## src/rtl/sop_sweeper_pkg.sv

```systemverilog
// Shared types and helpers for the sum-of-products truth-table sweeper.
// The optional minterm counter is enabled in the top by SOP_MINTERM_COUNT_EN.
package sop_sweeper_pkg;

  typedef enum logic [1:0] {
    S_IDLE  = 2'd0,
    S_SWEEP = 2'd1,
    S_DONE  = 2'd2
  } state_e;

  function automatic int unsigned tt_width(input int unsigned n);
    return 32'd1 << n;
  endfunction

endpackage

```

## src/rtl/sop_eval.sv

```systemverilog
// Combinational sum-of-products evaluator: Z = OR over terms of AND of masked inputs.
// A term whose mask is all zero contributes 0 rather than a constant 1.
module sop_eval #(
  parameter int N_IN    = 3,
  parameter int N_TERMS = 3
) (
  input  logic [N_IN-1:0]         x,
  input  logic [N_TERMS*N_IN-1:0] mask,
  output logic                    z
);

  logic [N_IN-1:0] term_m;

  // OR together every product term that has at least one selected input
  always_comb begin
    z      = 1'b0;
    term_m = {N_IN{1'b0}};
    for (int t = 0; t < N_TERMS; t++) begin
      term_m = mask[t*N_IN +: N_IN];
      z      = z | ((term_m != {N_IN{1'b0}}) && ((x & term_m) == term_m));
    end
  end

endmodule

```

## src/rtl/sop_truth_sweeper.sv

```systemverilog
// Programmable SOP function with a registered live path and a full truth-table sweep.
// Define SOP_MINTERM_COUNT_EN to add the minterm_count output.
module sop_truth_sweeper
  import sop_sweeper_pkg::*;
#(
  parameter  int N_IN    = 3,
  parameter  int N_TERMS = 3,
  localparam int TT_W    = tt_width(N_IN)
) (
  input  logic                    clk,
  input  logic                    rst,
  input  logic                    start,
  input  logic [N_TERMS*N_IN-1:0] term_mask,
  input  logic [N_IN-1:0]         x_in,
  output logic                    z_live,
  output logic                    busy,
  output logic                    done,
`ifdef SOP_MINTERM_COUNT_EN
  output logic [N_IN:0]           minterm_count,
`endif
  output logic [TT_W-1:0]         truth_table
);

  localparam logic [N_IN:0] IDX_LAST = (N_IN+1)'(TT_W - 1);
  localparam logic [N_IN:0] IDX_ONE  = (N_IN+1)'(1);

  state_e                    state_q, state_d;
  logic [N_IN:0]             idx_q, idx_d;
  logic [N_TERMS*N_IN-1:0]   mask_q, mask_d;
  logic [TT_W-1:0]           tt_q, tt_d;
  logic                      busy_q, busy_d;
  logic                      done_q, done_d;
  logic                      z_live_q, z_live_d;
  logic [N_IN:0]             cnt_q, cnt_d;
  logic                      z_live_s;
  logic                      z_sweep_s;

  sop_eval #(.N_IN(N_IN), .N_TERMS(N_TERMS)) u_eval_live (
    .x    (x_in),
    .mask (term_mask),
    .z    (z_live_s)
  );

  sop_eval #(.N_IN(N_IN), .N_TERMS(N_TERMS)) u_eval_sweep (
    .x    (idx_q[N_IN-1:0]),
    .mask (mask_q),
    .z    (z_sweep_s)
  );

  // Sweep FSM, table fill and output next-state logic
  always_comb begin
    state_d  = state_q;
    idx_d    = idx_q;
    mask_d   = mask_q;
    tt_d     = tt_q;
    cnt_d    = cnt_q;
    busy_d   = 1'b0;
    done_d   = 1'b0;
    z_live_d = z_live_s;
    case (state_q)
      S_IDLE: begin
        if (start) begin
          state_d = S_SWEEP;
          mask_d  = term_mask;
          tt_d    = {TT_W{1'b0}};
          cnt_d   = {(N_IN+1){1'b0}};
          idx_d   = {(N_IN+1){1'b0}};
          busy_d  = 1'b1;
        end else begin
          state_d = S_IDLE;
        end
      end
      S_SWEEP: begin
        tt_d[idx_q[N_IN-1:0]] = z_sweep_s;
        if (z_sweep_s) begin
          cnt_d = cnt_q + IDX_ONE;
        end else begin
          cnt_d = cnt_q;
        end
        idx_d = idx_q + IDX_ONE;
        // Final write lands at the same edge done rises, so idx stops at 2^N_IN
        if (idx_q == IDX_LAST) begin
          state_d = S_DONE;
          done_d  = 1'b1;
        end else begin
          busy_d  = 1'b1;
        end
      end
      S_DONE: begin
        state_d = S_IDLE;
      end
      default: begin
        state_d = S_IDLE;
      end
    endcase
  end

  // State and output registers with synchronous reset
  always_ff @(posedge clk) begin
    if (rst) begin
      state_q  <= S_IDLE;
      idx_q    <= {(N_IN+1){1'b0}};
      mask_q   <= {(N_TERMS*N_IN){1'b0}};
      tt_q     <= {TT_W{1'b0}};
      cnt_q    <= {(N_IN+1){1'b0}};
      busy_q   <= 1'b0;
      done_q   <= 1'b0;
      z_live_q <= 1'b0;
    end else begin
      state_q  <= state_d;
      idx_q    <= idx_d;
      mask_q   <= mask_d;
      tt_q     <= tt_d;
      cnt_q    <= cnt_d;
      busy_q   <= busy_d;
      done_q   <= done_d;
      z_live_q <= z_live_d;
    end
  end

  assign z_live      = z_live_q;
  assign busy        = busy_q;
  assign done        = done_q;
  assign truth_table = tt_q;
`ifdef SOP_MINTERM_COUNT_EN
  assign minterm_count = cnt_q;
`else
  logic unused_cnt_s;
  assign unused_cnt_s = ^cnt_q;
`endif

endmodule
```

## config.mk

```make
export PLATFORM = sky130hd
export DESIGN_NAME = sop_truth_sweeper
export DESIGN_NICKNAME = d
export VERILOG_FILES = /design/src/rtl/sop_sweeper_pkg.sv /design/src/rtl/sop_eval.sv /design/src/rtl/sop_truth_sweeper.sv
export SDC_FILE = /design/constraint.sdc
export NUM_CORES = 1
export LEC_CHECK = 0
export BUFFER_PORTS_ARGS = -buffer_cell sky130_fd_sc_hd__buf_2
export CAP_MARGIN = 20
export CORE_AREA = 2 2 50 52
export CTS_CLUSTER_DIAMETER = 50
export CTS_CLUSTER_SIZE = 40
export DETAILED_ROUTE_END_ITERATION = 10
export DIE_AREA = 0 0 52 54
export GPL_ROUTABILITY_DRIVEN = 0
export GPL_TIMING_DRIVEN = 1
export PLACE_DENSITY = 0.8
export SETUP_SLACK_MARGIN = 0.1
export SLEW_MARGIN = 20
export SYNTH_ARGS = -nofsm -noshare
export SYNTH_HDL_FRONTEND = slang
export SYNTH_SLANG_ARGS = --single-unit
```

## constraint.sdc

```tcl
create_clock -name clk -period 2.2 [get_ports clk]
set_clock_uncertainty 0.05 [all_clocks]
set_input_delay 0.44 -clock clk [delete_from_list [all_inputs] [get_ports clk]]
set_output_delay 0.44 -clock clk [all_outputs]
set_load 0.1 [all_outputs]
```

==> flow_summary.json, run 1 <==
{
  "status": "completed",
  "routed-via-count": 1100,
  "num_io_pins": 26,
  "yosysUniqueCellTypes": 35,
  "drt-total-wl_mm": 2.47,
  "yosysTopAreaCellShare": 0.415,
  "num-fill-cells": 213,
  "synth_seq_cells": 26,
  "cts-resized-gates": 0,
  "clockBufferDepth": 2,
  "grt.total_usage": 0.201,
  "maxCapViolations": 0,
  "grt_antenna_before_repair": 0,
  "most-common-layout-cells": "nand2_1, dfxtp_1, buf_2, nor2_1, a21oi_1",
  "worst_pin_slew_ps": 547,
  "diodes": 0,
  "fin_crit_sh": 0.764,
  "min_period_ps": 1680,
  "yosysSeqAreaShare": 0.415,
  "crit_fanout": 8,
  "arrival_ps": 1860,
  "finish.utilization": 0.607,
  "core_area_sq_mm": 0.00232,
  "worstSetupPathType": "reg -> reg",
  "synth_cells": 147,
  "areaGrowthSynthToFinish_pct": 12.4,
  "final_common_cell": "nand2_1",
  "port_buffers": 25,
  "syn-mean-instance-area_sq_um": 8.53,
  "grt_pass1_vias": 988,
  "ys_warn_count": 0,
  "cts_max_level": 1,
  "vias_per_cell": 5.56,
  "ir_drop_mv": 0.331,
  "rows": 18,
  "finalMaxSlewViolations": 0,
  "place_inst": 195,
  "post_cts_buffers": 0,
  "dp_hpwl_mm": 1.90,
  "path_clk_slew_ps": 130,
  "p_leak_nw": 0.562,
  "finalSetupViolations": 0,
  "finalNetCount": 186,
  "synthesis.nets": 163,
  "ant_nets": 0,
  "rsz0062_at_grt": "false",
  "die_x_um": 52,
  "cts_buffers": 3,
  "endpoint_kind": "flop",
  "postCtsHoldBufs": 0,
  "multi_input_area_sq_um": 673,
  "initial_core_util": 0.540,
  "drive_gt1_frac": 0.262,
  "holdWs_ps": 317,
  "die_area_sq_mm": 0.00281,
  "relSlewSlack": 0.635,
  "grt_max_degree": 27,
  "grt_overflow": 0,
  "synth.area.top_cells": "dfxtp_1, nand2_1, a221oi_2",
  "power.density_mw_per_mm2": 604,
  "chipHeight_um": 54,
  "tritoncts_num_sinks": 26,
  "clock.fmax_ghz": 0.595,
  "wl_per_cell_um": 12.5,
  "drt-initial-drc-count": 24,
  "synth_top_area_cell": "dfxtp_1",
  "seq_area_sq_um": 520,
  "cts_tree": "yes",
  "startpoint_type": "flop",
  "worstPathRequired_ps": 2380,
  "setup_tns_ps": 0,
  "syn_area_sq_mm": 0.00125,
  "clk_latency_ps": 310,
  "grt_pass1_wl_mm": 4.25,
  "drt_pass1_iterations": 4,
  "drc": 0,
  "root_buffer": "clkbuf_4",
  "hp-class": "in -> reg",
  "fin_cells": 198,
  "hold_violations": 0
}
## worst max-delay path: stages, from the launching register on
cell,delay [ps]
dfxtp_1,480
inv_1,160
a222oi_1,360
a22oi_2,260
a221oi_2,290
## power by group
group | internal, mW | switching [mW]
combinational | 0.0476 | 0.103
clock | 0.0641 | 0.134
sequential | 0.487 | 0.0148
## cells by family after synthesis
| kind of cell | Yosys count | share of synthesized area |
|---|---|---|
| AOI/OAI and AO/OA | 34 | 0.242 |
| adders and majority gates | 1 | 0.00998 |
| buffers and inverters | 15 | 0.0479 |
| DFF | 26 | 0.415 |
| muxes | 2 | 0.0210 |
| and+or+nand+nor | 69 | 0.264 |
## layer usage
layer	routed length, um	vias up	track usage	share of wire
met4	22	0	0.0658	0.0089
met3	68	4	0.0250	0.027
met2	1290	18	0.357	0.52
met1	1100	510	0.253	0.44
li1	-	568	-	-
met5	0	-	0	0
## area by class of cell
| type | instances | share of cell area |
|---|---|---|
| multi-input combinational | 106 | 0.478 |
| sequential | 26 | 0.369 |
| timing repair buffer | 25 | 0.0888 |
| tap | 30 | 0.0266 |
| inverter | 8 | 0.0213 |
| clock buffer | 3 | 0.0160 |
## cell usage after synthesis, drive strengths merged
cell     count
nand2       29
dfxtp       26
nor2        16
a21oi       12
a221oi      10
inv          8
or3          6
buf          4
nor3         4
clkbuf       3
nand2b       3
o21ai        3
a211oi       2
a222oi       2
a22oi        2
mux2         2
nand3        2
nand4        2
nor2b        2
nor4         2
a2111oi      1
a31oi        1
and2b        1
ha           1
nor3b        1
o21bai       1
or3b         1
## flip-flops by register name (all words and copies together), names as in the netlist
name,flops
mask_q,9
truth_table,8
idx_q,4
state_q,2
busy,1
done,1
z_live,1
## path summary, 6_finish.rpt
check,start,endpoint,slack (ps),cells after the start
hold / removal,term_mask[7],mask_q[7],320,3
setup reg to reg,idx_q[1],truth_table[3],520,4
hold reg to reg,truth_table[0],truth_table[0],430,1
setup / recovery,idx_q[1],truth_table[3],520,4
## stage by stage
step                setup slack (ps)  area [sq um]  total power [mW]
global route                     375          1410             0.893
detailed placement               530          1390             0.663
floorplan                        692          1250             0.627
global placement                 580          1390             0.658
CTS                              492          1410             0.858
finish                           520          1410             0.851
(Power assumes the default switching activity.)
==> run 2, diff against run 1 <==
Settings changed: CORE_AREA 2 2 50 52 to 2 2 52 54, DIE_AREA 0 0 52 54 to 0 0 54 56, PLACE_DENSITY 0.8 to 0.74.
Clock period 2.2 ns to 1.6 ns, I/O delays scaled along.
==> flow_summary.json, run 2 (synthesized netlist as in run 1, its figures left out) <==
{
  "netSwitchingPower_mw": 0.374,
  "relSlewSlack": 0.628,
  "areaGrowthSynthToFinish_pct": 23.8,
  "power_mw": 1.29,
  "critPathTopFamily": "buffers and inverters",
  "grt_max_degree": 27,
  "startpoint_type": "flop",
  "worstPathRequired_ps": 1230,
  "largest_reg_flops": 9,
  "drt-initial-drc-count": 38,
  "drt_pass1_iterations": 5,
  "hp-class": "in -> reg",
  "dp_hpwl_mm": 1.96,
  "holdPathStages": 3,
  "ir_drop_mv": 0.536,
  "most-common-layout-cells": "nand2_1, dfxtp_1, buf_2, nor2_1, a21oi_1",
  "setup_tns_ps": 0,
  "wl_per_cell_um": 12.7,
  "drc": 0,
  "path_cells": "buf_2",
  "power.density_mw_per_mm2": 829,
  "cts_max_level": 1,
  "chipHeight_um": 56,
  "root_buffer": "clkbuf_4",
  "fin_cells": 208,
  "arrival_ps": 1100,
  "clockBufferDepth": 2,
  "clock.fmax_ghz": 0.681,
  "clk_latency_ps": 330,
  "port_buffers": 25,
  "postCtsHoldBufs": 0,
  "cts_tree": "yes",
  "num_io_pins": 26,
  "finalNetCount": 195,
  "maxCapViolations": 0,
  "core_area_sq_mm": 0.00243,
  "seqPwrFrac": 0.534,
  "finalSetupViolations": 0,
  "p_clk_frac": 0.264,
  "crit_fanout": 2,
  "endpoint_kind": "output pin",
  "finish.instance_area_sq_mm": 0.00155,
  "finalMaxSlewViolations": 0,
  "holdWs_ps": 178,
  "grt_pass1_vias": 1037,
  "rows": 18,
  "rsz0062_at_grt": "true",
  "worstSetupPathType": "reg -> out",
  "routed-via-count": 1160,
  "initial_core_util": 0.515,
  "reg2reg_depth": 5,
  "grt_antenna_before_repair": 0,
  "drive_gt1_frac": 0.360,
  "fin_crit_sh": 0.918,
  "critPathSlowestCell": "buf_2",
  "p_int_mw": 0.911,
  "diodes": 0,
  "r2r_start": "idx_q[2]",
  "die_area_sq_mm": 0.00302,
  "ff2ff_setup_slack_ps": 140,
  "critPathMaxStageDelay_ps": 420,
  "status": "completed",
  "vias_per_cell": 5.58,
  "min_from": "term_mask[6]",
  "tritoncts_num_sinks": 26,
  "place_inst": 201,
  "final_common_cell": "nand2_1",
  "swShare": 0.291,
  "drt-total-wl_mm": 2.65,
  "hold_violations": 0,
  "p_leak_nw": 0.621,
  "path_clk_slew_ps": 140,
  "dpl_cell_area_sq_mm": 0.00143,
  "grt_pass1_wl_mm": 4.26,
  "combinationalPowerShare": 0.202,
  "grt.total_usage": 0.184,
  "min_period_ps": 1470,
  "worst_pin_slew_ps": 558,
  "holdPathEnd": "mask_q[6]",
  "r2r_end": "truth_table[1]",
  "worstPathBufferInverterCount": 1,
  "ant_nets": 0,
  "grt_overflow": 0,
  "num-fill-cells": 201,
  "cts_buffers": 3,
  "die_x_um": 54,
  "largest_register": "mask_q"
}
## run 2: how the worst max path moves through the flow
stage                                end      startpoint  depth (start not counted)  slack, ps
after floorplan           truth_table[1]  truth_table[1]                          2        120
after global placement    truth_table[6]        idx_q[2]                          4         80
after detailed placement  truth_table[1]        idx_q[2]                          4        -40
after CTS                 truth_table[1]       mask_q[0]                          3         90
after global routing      truth_table[5]        idx_q[2]                          5         50
final                     truth_table[1]  truth_table[1]                          1        130
## run 2: repair_timing
action / CTS / global route
hold endpoints to repair: 0 / 0
cloned: 0 / 0
setup buffers: 2 / 1
endpoints found under the setup margin: 8 / 14
pin swaps: 1 / 5
gates resized for setup: 2 / 17
## run 2: per-stage QoR
stage / setup WS, ps / util
global route: 48.2 / 0.638
finish: 132 / 0.638
detailed placement: -35.4 / 0.588
floorplan: 116 / -
global placement: 77.3 / 0.588
CTS: 86.0 / 0.611
## run 2: power groups by stage
stage	combinational, mW	clock, mW	sequential [mW]
2_1_floorplan	0.126	0	0.736
3_3_place_gp	0.218	0	0.701
3_5_place_dp	0.221	0	0.702
4_1_cts	0.229	0.341	0.688
5_1_grt	0.282	0.369	0.690
6_report	0.260	0.339	0.687
## run 2: per-layer routing
layer | GRT usage | wire (um) | vias up
met2 | 0.301 | 1300 | 31
li1 | - | - | 585
met3 | 0.0323 | 104 | 9
met5 | 0 | 0 | -
met1 | 0.232 | 1180 | 535
met4 | 0.0750 | 65 | 0
## run 2: area by class of cell
type,instances,area [sq um],share of cell area
Sequential cell,26,533,0.344
Tap cell,30,37.5,0.0242
Multi-Input combinational cell,106,694,0.448
Clock buffer,4,36.3,0.0234
Timing Repair Buffer,34,220,0.142
Inverter,8,30.0,0.0194
==> run 3, diff against run 2 <==
Settings changed: CORE_AREA 2 2 52 54 to 2 2 59 61, DIE_AREA 0 0 54 56 to 0 0 61 63, PLACE_DENSITY 0.74 to 0.59.
==> flow_summary.json, run 3 (synthesized netlist as in run 1, its figures left out) <==
{
  "status": "completed",
  "finalSetupViolations": 0,
  "crit_start": "truth_table[4]",
  "arrival_ps": 1100,
  "cp_num_cells": 1,
  "cts_max_level": 1,
  "postCtsHoldBufs": 0,
  "diodes": 0,
  "path_cells": "buf_2",
  "worstPathBufferInverterCount": 1,
  "core_area_sq_mm": 0.00323,
  "largest_reg_flops": 9,
  "dp_hpwl_mm": 1.96,
  "grt.total_usage": 0.151,
  "drt-total-wl_mm": 2.65,
  "ff2ff_setup_slack_ps": 140,
  "worstSetupPathType": "reg -> out",
  "reg2reg_depth": 5,
  "tritoncts_num_sinks": 26,
  "endpoint_kind": "output pin",
  "chipHeight_um": 63,
  "num_io_pins": 26,
  "dpl_cell_area_sq_mm": 0.00145,
  "finalNetCount": 195,
  "startpoint_type": "flop",
  "rsz0062_at_grt": "true",
  "port_buffers": 25,
  "holdWs_ps": 171,
  "path_clk_slew_ps": 150,
  "largest_register": "mask_q",
  "wl_per_cell_um": 11.8,
  "critPathSlowestCell": "buf_2",
  "die_x_um": 61,
  "cts_buffers": 3,
  "areaGrowthSynthToFinish_pct": 24.7,
  "root_buffer": "clkbuf_4",
  "critPathTopFamily": "buffers and inverters",
  "grt_pass1_wl_mm": 4.42,
  "r2r_start": "idx_q[0]",
  "finalMaxSlewViolations": 0,
  "clock.fmax_ghz": 0.679,
  "initial_core_util": 0.388,
  "hold_violations": 0,
  "place_inst": 217,
  "ir_drop_mv": 0.313,
  "holdPathEnd": "mask_q[3]",
  "most-common-layout-cells": "nand2_1, dfxtp_1, buf_2, nor2_1",
  "rows": 21,
  "min_from": "term_mask[3]",
  "holdPathStages": 3,
  "relSlewSlack": 0.631,
  "power.density_mw_per_mm2": 897,
  "finish.instance_area_sq_mm": 0.00156,
  "drt_pass1_iterations": 4,
  "r2r_end": "truth_table[4]",
  "worstPathRequired_ps": 1230,
  "drc": 0,
  "cts_tree": "yes",
  "drive_gt1_frac": 0.337,
  "ant_nets": 0,
  "p_leak_nw": 0.629,
  "power_mw": 1.40,
  "grt_overflow": 0,
  "hp-class": "in -> reg",
  "grt_pass1_vias": 1012,
  "routed-via-count": 1122,
  "grt_antenna_before_repair": 0,
  "critPathMaxStageDelay_ps": 420,
  "setup_tns_ps": 0,
  "fin_crit_sh": 0.920,
  "maxCapViolations": 0,
  "grt_max_degree": 27,
  "fin_cells": 224,
  "clockBufferDepth": 2,
  "min_period_ps": 1470,
  "worst_pin_slew_ps": 554,
  "clk_latency_ps": 340,
  "drt-initial-drc-count": 41,
  "crit_fanout": 2,
  "final_common_cell": "nand2_1",
  "die_area_sq_mm": 0.00384,
  "vias_per_cell": 5.01
}
run 3: cell types whose count changed in the layout (fill, tap and decap cells not counted), sizes merged:
cell | before | now
buf | 28 | 33
clkbuf | 10 | 4
bufinv | 0 | 1
run 3: worst max-delay path by stage:
stage / slack [ps] / endpoint
after floorplan: 120 / truth_table[1]
after global placement: 80 / truth_table[2]
after detailed placement: 50 / truth_table[6]
after CTS: 100 / truth_table[4]
after global routing: 70 / truth_table[1]
final: 130 / truth_table[4]
run 3: layout make-up:
cell class / instances / area, sq um
inverter: 8 / 32.5
clock inverter: 1 / 30.0
timing repair buffer: 34 / 218
fill: 325 / 1670
clock buffer: 3 / 22.5
sequential: 26 / 529
tap: 46 / 57.6
multi-input combinational: 106 / 673
run 3: power breakdown:
part | leakage [nW] | internal [mW] | switching [mW]
Clock | 0.0279 | 0.254 | 0.207
Sequential | 0.214 | 0.670 | 0.0152
Combinational | 0.387 | 0.101 | 0.156
run 3: routing by layer:
metal | GRT usage | vias up | part of all wire
li1 | - | 584 | -
met1 | 0.201 | 507 | 0.48
met2 | 0.228 | 26 | 0.45
met3 | 0.0269 | 5 | 0.041
met4 | 0.0761 | 0 | 0.023
met5 | 0 | - | 0
run 3: metrics by stage:
stage	utilization	setup WS (ps)
floorplan	-	116
global placement	0.449	83.0
CTS	0.469	98.8
detailed placement	0.449	51.4
finish	0.484	128
global route	0.484	73.7
run 3: timing repair:
| action | CTS | global route |
|---|---|---|
| setup buffers | 0 | 3 |
| resized for setup | 5 | 8 |
| endpoints found under the setup margin | 12 | 10 |
| pin swaps | 0 | 10 |
